**src/rtl/io_map_pkg.sv**
```systemverilog
// Address map and field widths shared by the I/O peripheral controller.
package io_map_pkg;
  localparam logic [31:0] ADDR_SW        = 32'h1;
  localparam logic [31:0] ADDR_BTN_LEVEL = 32'h2;
  localparam logic [31:0] ADDR_BTN_EVENT = 32'h3;
  localparam logic [31:0] ADDR_LED       = 32'h4;

  localparam int SW_W  = 16;
  localparam int BTN_W = 5;
  localparam int LED_W = 16;
endpackage

```
**src/rtl/btn_debounce.sv**
```systemverilog
// One push button: input synchroniser, stability counter, debounced level and
// a single-cycle rise pulse aligned with the level's 0->1 update.
module btn_debounce #(
  parameter int SYNC_STAGES     = 2,
  parameter int DEBOUNCE_CYCLES = 1000000,
  parameter int CNT_W           = 20
) (
  input  logic clk,
  input  logic rst_n,
  input  logic btn_raw,
  output logic level,
  output logic rise
);

  localparam logic [CNT_W-1:0] CNT_LAST = CNT_W'(DEBOUNCE_CYCLES - 1);

  logic [SYNC_STAGES-1:0] sync_q, sync_d;
  logic [CNT_W-1:0]       cnt_q, cnt_d;
  logic                   level_q, level_d;
  logic                   btn_sync;

  assign btn_sync = sync_q[SYNC_STAGES-1];

  always_comb begin
    sync_d  = {sync_q[SYNC_STAGES-2:0], btn_raw};
    level_d = level_q;
    cnt_d   = '0;
    // The counter only runs while the input disagrees with the level, and is
    // cleared on acceptance, so it can never reach its wrap point.
    if (btn_sync != level_q) begin
      if (cnt_q == CNT_LAST) begin
        level_d = btn_sync;
      end else begin
        cnt_d = cnt_q + CNT_W'(1);
      end
    end
  end

  always_ff @(posedge clk or negedge rst_n) begin
    if (!rst_n) begin
      sync_q  <= '0;
      cnt_q   <= '0;
      level_q <= 1'b0;
    end else begin
      sync_q  <= sync_d;
      cnt_q   <= cnt_d;
      level_q <= level_d;
    end
  end

  assign level = level_q;
  assign rise  = level_d & ~level_q;

endmodule

```
**src/rtl/io_periph_ctrl.sv**
```systemverilog
// Memory-mapped switch/button/LED controller for the Risc32 I/O port with
// registered one-cycle read responses.
module io_periph_ctrl
  import io_map_pkg::*;
#(
  parameter int DEBOUNCE_CYCLES = 1000000,
  parameter int CNT_W           = 20,
  parameter int SYNC_STAGES     = 2
) (
  input  logic        clk,
  input  logic        rst_n,
  input  logic [31:0] io_address,
  input  logic [31:0] io_write_value,
  input  logic        io_write_en,
  input  logic        io_read_en,
  output logic [31:0] io_read_value,
  output logic        io_read_valid,
  input  logic [15:0] SW,
  input  logic [4:0]  BTN,
  output logic [15:0] LED
);

  logic [SW_W-1:0]  sw_sync_q [SYNC_STAGES];
  logic [SW_W-1:0]  sw_sync_d [SYNC_STAGES];
  logic [BTN_W-1:0] btn_level, btn_rise;
  logic [BTN_W-1:0] evt_q, evt_d, evt_clr;
  logic [LED_W-1:0] led_q, led_d;
  logic [31:0]      rdata_q, rdata_d;
  logic             rvalid_q, rvalid_d;
  logic             unused_wdata_hi;

  assign unused_wdata_hi = ^io_write_value[31:LED_W];

  for (genvar g = 0; g < BTN_W; g++) begin : g_btn
    btn_debounce #(
      .SYNC_STAGES    (SYNC_STAGES),
      .DEBOUNCE_CYCLES(DEBOUNCE_CYCLES),
      .CNT_W          (CNT_W)
    ) u_db (
      .clk    (clk),
      .rst_n  (rst_n),
      .btn_raw(BTN[g]),
      .level  (btn_level[g]),
      .rise   (btn_rise[g])
    );
  end

  always_comb begin
    sw_sync_d[0] = SW;
    for (int i = 1; i < SYNC_STAGES; i++) begin
      sw_sync_d[i] = sw_sync_q[i-1];
    end
  end

  always_comb begin
    led_d    = led_q;
    rdata_d  = rdata_q;
    rvalid_d = io_read_en;
    evt_clr  = '0;

    if (io_write_en && io_address == ADDR_LED) begin
      led_d = io_write_value[LED_W-1:0];
    end
    if (io_read_en && io_address == ADDR_BTN_EVENT) begin
      evt_clr = '1;
    end
    if (io_write_en && io_address == ADDR_BTN_EVENT) begin
      evt_clr = evt_clr | io_write_value[BTN_W-1:0];
    end
    // A new press in the same cycle as a clear must not be lost.
    evt_d = (evt_q & ~evt_clr) | btn_rise;

    // Read mux samples pre-write state so a same-cycle write is not visible.
    if (io_read_en) begin
      case (io_address)
        ADDR_SW:        rdata_d = {{(32-SW_W){1'b0}}, sw_sync_q[SYNC_STAGES-1]};
        ADDR_BTN_LEVEL: rdata_d = {{(32-BTN_W){1'b0}}, btn_level};
        ADDR_BTN_EVENT: rdata_d = {{(32-BTN_W){1'b0}}, evt_q};
        ADDR_LED:       rdata_d = {{(32-LED_W){1'b0}}, led_q};
        default:        rdata_d = '0;
      endcase
    end
  end

  always_ff @(posedge clk or negedge rst_n) begin
    if (!rst_n) begin
      for (int i = 0; i < SYNC_STAGES; i++) begin
        sw_sync_q[i] <= '0;
      end
      evt_q    <= '0;
      led_q    <= '0;
      rdata_q  <= '0;
      rvalid_q <= 1'b0;
    end else begin
      for (int i = 0; i < SYNC_STAGES; i++) begin
        sw_sync_q[i] <= sw_sync_d[i];
      end
      evt_q    <= evt_d;
      led_q    <= led_d;
      rdata_q  <= rdata_d;
      rvalid_q <= rvalid_d;
    end
  end

  assign io_read_value = rdata_q;
  assign io_read_valid = rvalid_q;
  assign LED           = led_q;

endmodule

```
**config.mk**
```make
export PLATFORM = sky130hd
export DESIGN_NAME = io_periph_ctrl
export DESIGN_NICKNAME = d
export VERILOG_FILES = /design/src/rtl/io_map_pkg.sv /design/src/rtl/btn_debounce.sv /design/src/rtl/io_periph_ctrl.sv
export SDC_FILE = /design/constraint.sdc
export NUM_CORES = 1
export LEC_CHECK = 0
export CAP_MARGIN = 20
export CELL_PAD_IN_SITES_DETAIL_PLACEMENT = 0
export CELL_PAD_IN_SITES_GLOBAL_PLACEMENT = 2
export CORE_MARGIN = 4
export CORE_UTILIZATION = 31
export CTS_CLUSTER_SIZE = 10
export DETAILED_ROUTE_END_ITERATION = 10
export PLACE_DENSITY_LB_ADDON = 0.1
export REMOVE_ABC_BUFFERS = 1
export SETUP_SLACK_MARGIN = 0.15
export SLEW_MARGIN = 20
export SYNTH_ARGS = -nofsm -noshare
export SYNTH_HDL_FRONTEND = slang
export SYNTH_SLANG_ARGS = --single-unit
```
**constraint.sdc**
```tcl
create_clock -name clk -period 2 [get_ports clk]
set_clock_uncertainty 0.15 [all_clocks]
set_input_delay 0.2 -clock clk [delete_from_list [all_inputs] [get_ports clk]]
set_output_delay 0.2 -clock clk [all_outputs]
set_load 0.01 [all_outputs]
```
==> run metrics <==
final worst slack -0.0459 ns; die width 171 µm; count of cell types in the netlist 42; Final period util 102%; Die ar. 29,400 µm²; Routed WL 21.5 mm; Peak VDD IR 0.000446 V; RSZ-0062 raised after global routing yes; Routed Antenna Nets 0; failing checks setup timing; drt initial violations 250; 1st-pass router iterations 5; Final nets 1,064; Die H 171 µm; Synth Area per Inst 10.7 µm²; Max-Cap Viols 0; htree depth 4; layout cells sized above 1 26.1%; area grow syn2layout 40.1%; Routability Congestion 0.795; endpoints failing setup 18; WP data arrival 2.20 ns; Top FF cell, synth dfrtp_1; Core Region 26,100 µm²; crit path buf inv count 1; Cell Pwr Density 681 nW/µm²; Max FO, Critical Path 5; Mapped Cells 771; first-pass GRT wire length 34.7 mm; Yosys warnings 0; Layout Cells excl Fill 1,318; Clk pwr share 44.1%; CTS clk-pin slew, worst paths 0.08 ns; Slowest Stage Delay on Critical Path 0.59 ns; worst hold path type in2reg; startpoint types flop; Required @ worst endpoint 2.16 ns; CTS tree yes; PortBufs 105; sw frac 24.1%; Seq/Total Area, Yosys 56.0%; status finished, violations left; DRC 0; GRT overflow 0; internal power 5.99 mW; fin. max-slew vios 0; ant diodes 0; Starting Density 31.7%; Fin. Hold Viols 0; placed cell count 1,253; EDFF count, synth 0; final instance area 11,600 µm²; Wirelength per Cell 16.3 µm; Achievable Freq 489 MHz; via count 6,492; Comb power frac 7.1%; vias in the first global route 6,717; #FFs+latches synth 185; Vias per Instance 4.93; worst skew pair latency 0.43 ns; Final min period 2.05 ns; initial antenna violation count 0; Tot GR Track Use 14.8%; placed cell area 10,200 µm²; row cnt 59; CTS sink cnt 185; root buffer cell clkbuf_16; sequence of cells on the critical path ha_4, nand3_2, or4_4, o22ai_4, buf_6, a21oi_2; Cell Area, Synth 8270 µm²; Post-synth ARST share 100%; Sequential Power Share 48.8%; I/O pin cnt 138; Detailed Place HPWL 14.6 mm; CTS Buf Count 17; Critical-path top delay cell or4_4; WS Path Type reg2reg; family with the most delay on the worst path simple AND/OR/NAND/NOR gates; Crit. End Element flop; static leakage 4.70 nW; clock tree buffer depth 2; pin count of the biggest net entering global routing 50; Net Sw Power 1.90 mW
cells in the final DEF (no fill, tap or decap), types with 15 or more instances in the layout:
master and instances:
buf_4 77, xor2_1 21, nor2_4 19, nand2_1 32, dfrtp_1 183, buf_6 19, nand4_1 29, clkdlybuf4s50_1 103
inv_1 20, nand3_1 30, mux2_2 23, nor2_2 22, nor2_1 63, nor4_1 21, xnor2_1 46, conb_1 16
and3_1 15, clkbuf_16 17, a22oi_1 16
power groups by stage:
stage	registers (mW)	clock network, mW	logic (mW)
4_1_cts	3.84	3.61	0.534
6_report	3.85	3.48	0.562
5_1_grt	3.86	3.76	0.618
3_3_place_gp	3.91	0	0.460
3_5_place_dp	3.92	0	0.466
2_1_floorplan	3.91	0	0.123
what timing repair did:
action / in CTS / in global routing
pin swaps: 41 / 25
gates resized for setup: 102 / 50
cloned: 9 / 0
buffers inserted: 10 / 13
setup endpoints to repair: 81 / 100
hold endpoints to repair: 123 / 0
hold buffers: 1 / 0
metrics by stage:
| step | utilization (%) | TNS (ns) | worst slack (ns) | total power, mW | hold slack (ns) |
|---|---|---|---|---|---|
| global placement | 38.9 | -8.05 | -0.241 | 4.37 | 0.0345 |
| finish | 44.3 | -0.519 | -0.0459 | 7.89 | 0.0529 |
| detailed placement | 38.9 | -11.51 | -0.318 | 4.38 | 0.0446 |
| floorplan | - | -31.85 | -0.513 | 4.04 | -0.246 |
| CTS | 43.2 | -0.772 | -0.0496 | 7.99 | 0.0299 |
| global route | 44.3 | -2.13 | -0.0865 | 8.23 | 0.0265 |
worst paths after layout:
path                                        start                      end  slack (ns)  cells past startpoint
max in group asynchronous                   rst_n         io_read_value[8]        0.88                      3
min                                         SW[5]             sw_sync_d[5]        0.05                      1
max                        g_btn[3].u_db.cnt_q[0]  g_btn[3].u_db.cnt_q[14]       -0.05                      6
min reg2reg                          sw_sync_d[0]             sw_sync_q[0]        0.20                      0
min in group asynchronous                   rst_n  g_btn[2].u_db.cnt_q[18]        0.16                      2
max reg2reg                g_btn[3].u_db.cnt_q[0]  g_btn[3].u_db.cnt_q[14]       -0.05                      6
Yosys cell counts, types with 12 or more instances:
cell	count	area, µm²
o21ai_0	12	60.1
nor2b_1	14	87.6
buf_4	16	120
and3_1	17	106
a21oi_1	24	120
clkbuf_1	18	67.6
mux2_2	26	293
nor3_1	14	70.1
o31ai_1	12	90.1
buf_2	12	60.1
or3_1	14	87.6
a22oi_1	16	120
dfrtp_1	185	4630
nand3_1	34	170
nand2_1	32	120
nor4_1	22	138
nor2_1	104	390
xor2_1	21	184
nand4_1	29	181
inv_1	20	75.1
xnor2_1	46	403
or4_1	17	128
logic make-up (layout without fill, tap and decap cells):
kind of cell	Yosys count	count (layout)	synth area share [%]
multiplexers	26	26	3.54
buffers and inverters	66	263	3.90
flip-flops	185	185	56.0
adder cells (fa/ha/maj)	5	5	0.756
other	1	16	0.0453
AO/OA/AOI/OAI	95	95	7.93
XOR/XNOR	67	67	7.09
AND/OR/NAND/NOR	326	326	20.8
flip-flops by register name, indices dropped and copies added (netlist names):
name	flops
g_btn.u_db.cnt_q	100
LED	16
io_read_value	16
sw_sync_d	16
sw_sync_q	16
g_btn.u_db.sync_q	10
evt_q	5
g_btn.u_db.level	5
io_read_valid	1
final cells by class:
type                    count  area (µm²)
clock inverters            15         180
inverters                  20        75.1
clock buffers              17         425
well taps                 335         419
flip-flops and latches    185        4630
multi-input cells         535        3810
fillers                  2465       14500
repair buffers            211        2040
worst register-to-register path, stage by stage, from the launching register on:
cell and delay [ns]:
dfrtp_1 0.40, ha_4 0.16, nand3_2 0.09, or4_4 0.60
o22ai_4 0.29, buf_6 0.20, a21oi_2 0.04
per-layer routing:
layer	GRT usage (%)	share of wire [%]
met4	3.96	1.5
met5	0	0
met1	19.7	46
met2	23.5	46
met3	4.85	6.7
(Power assumes the default switching activity.)
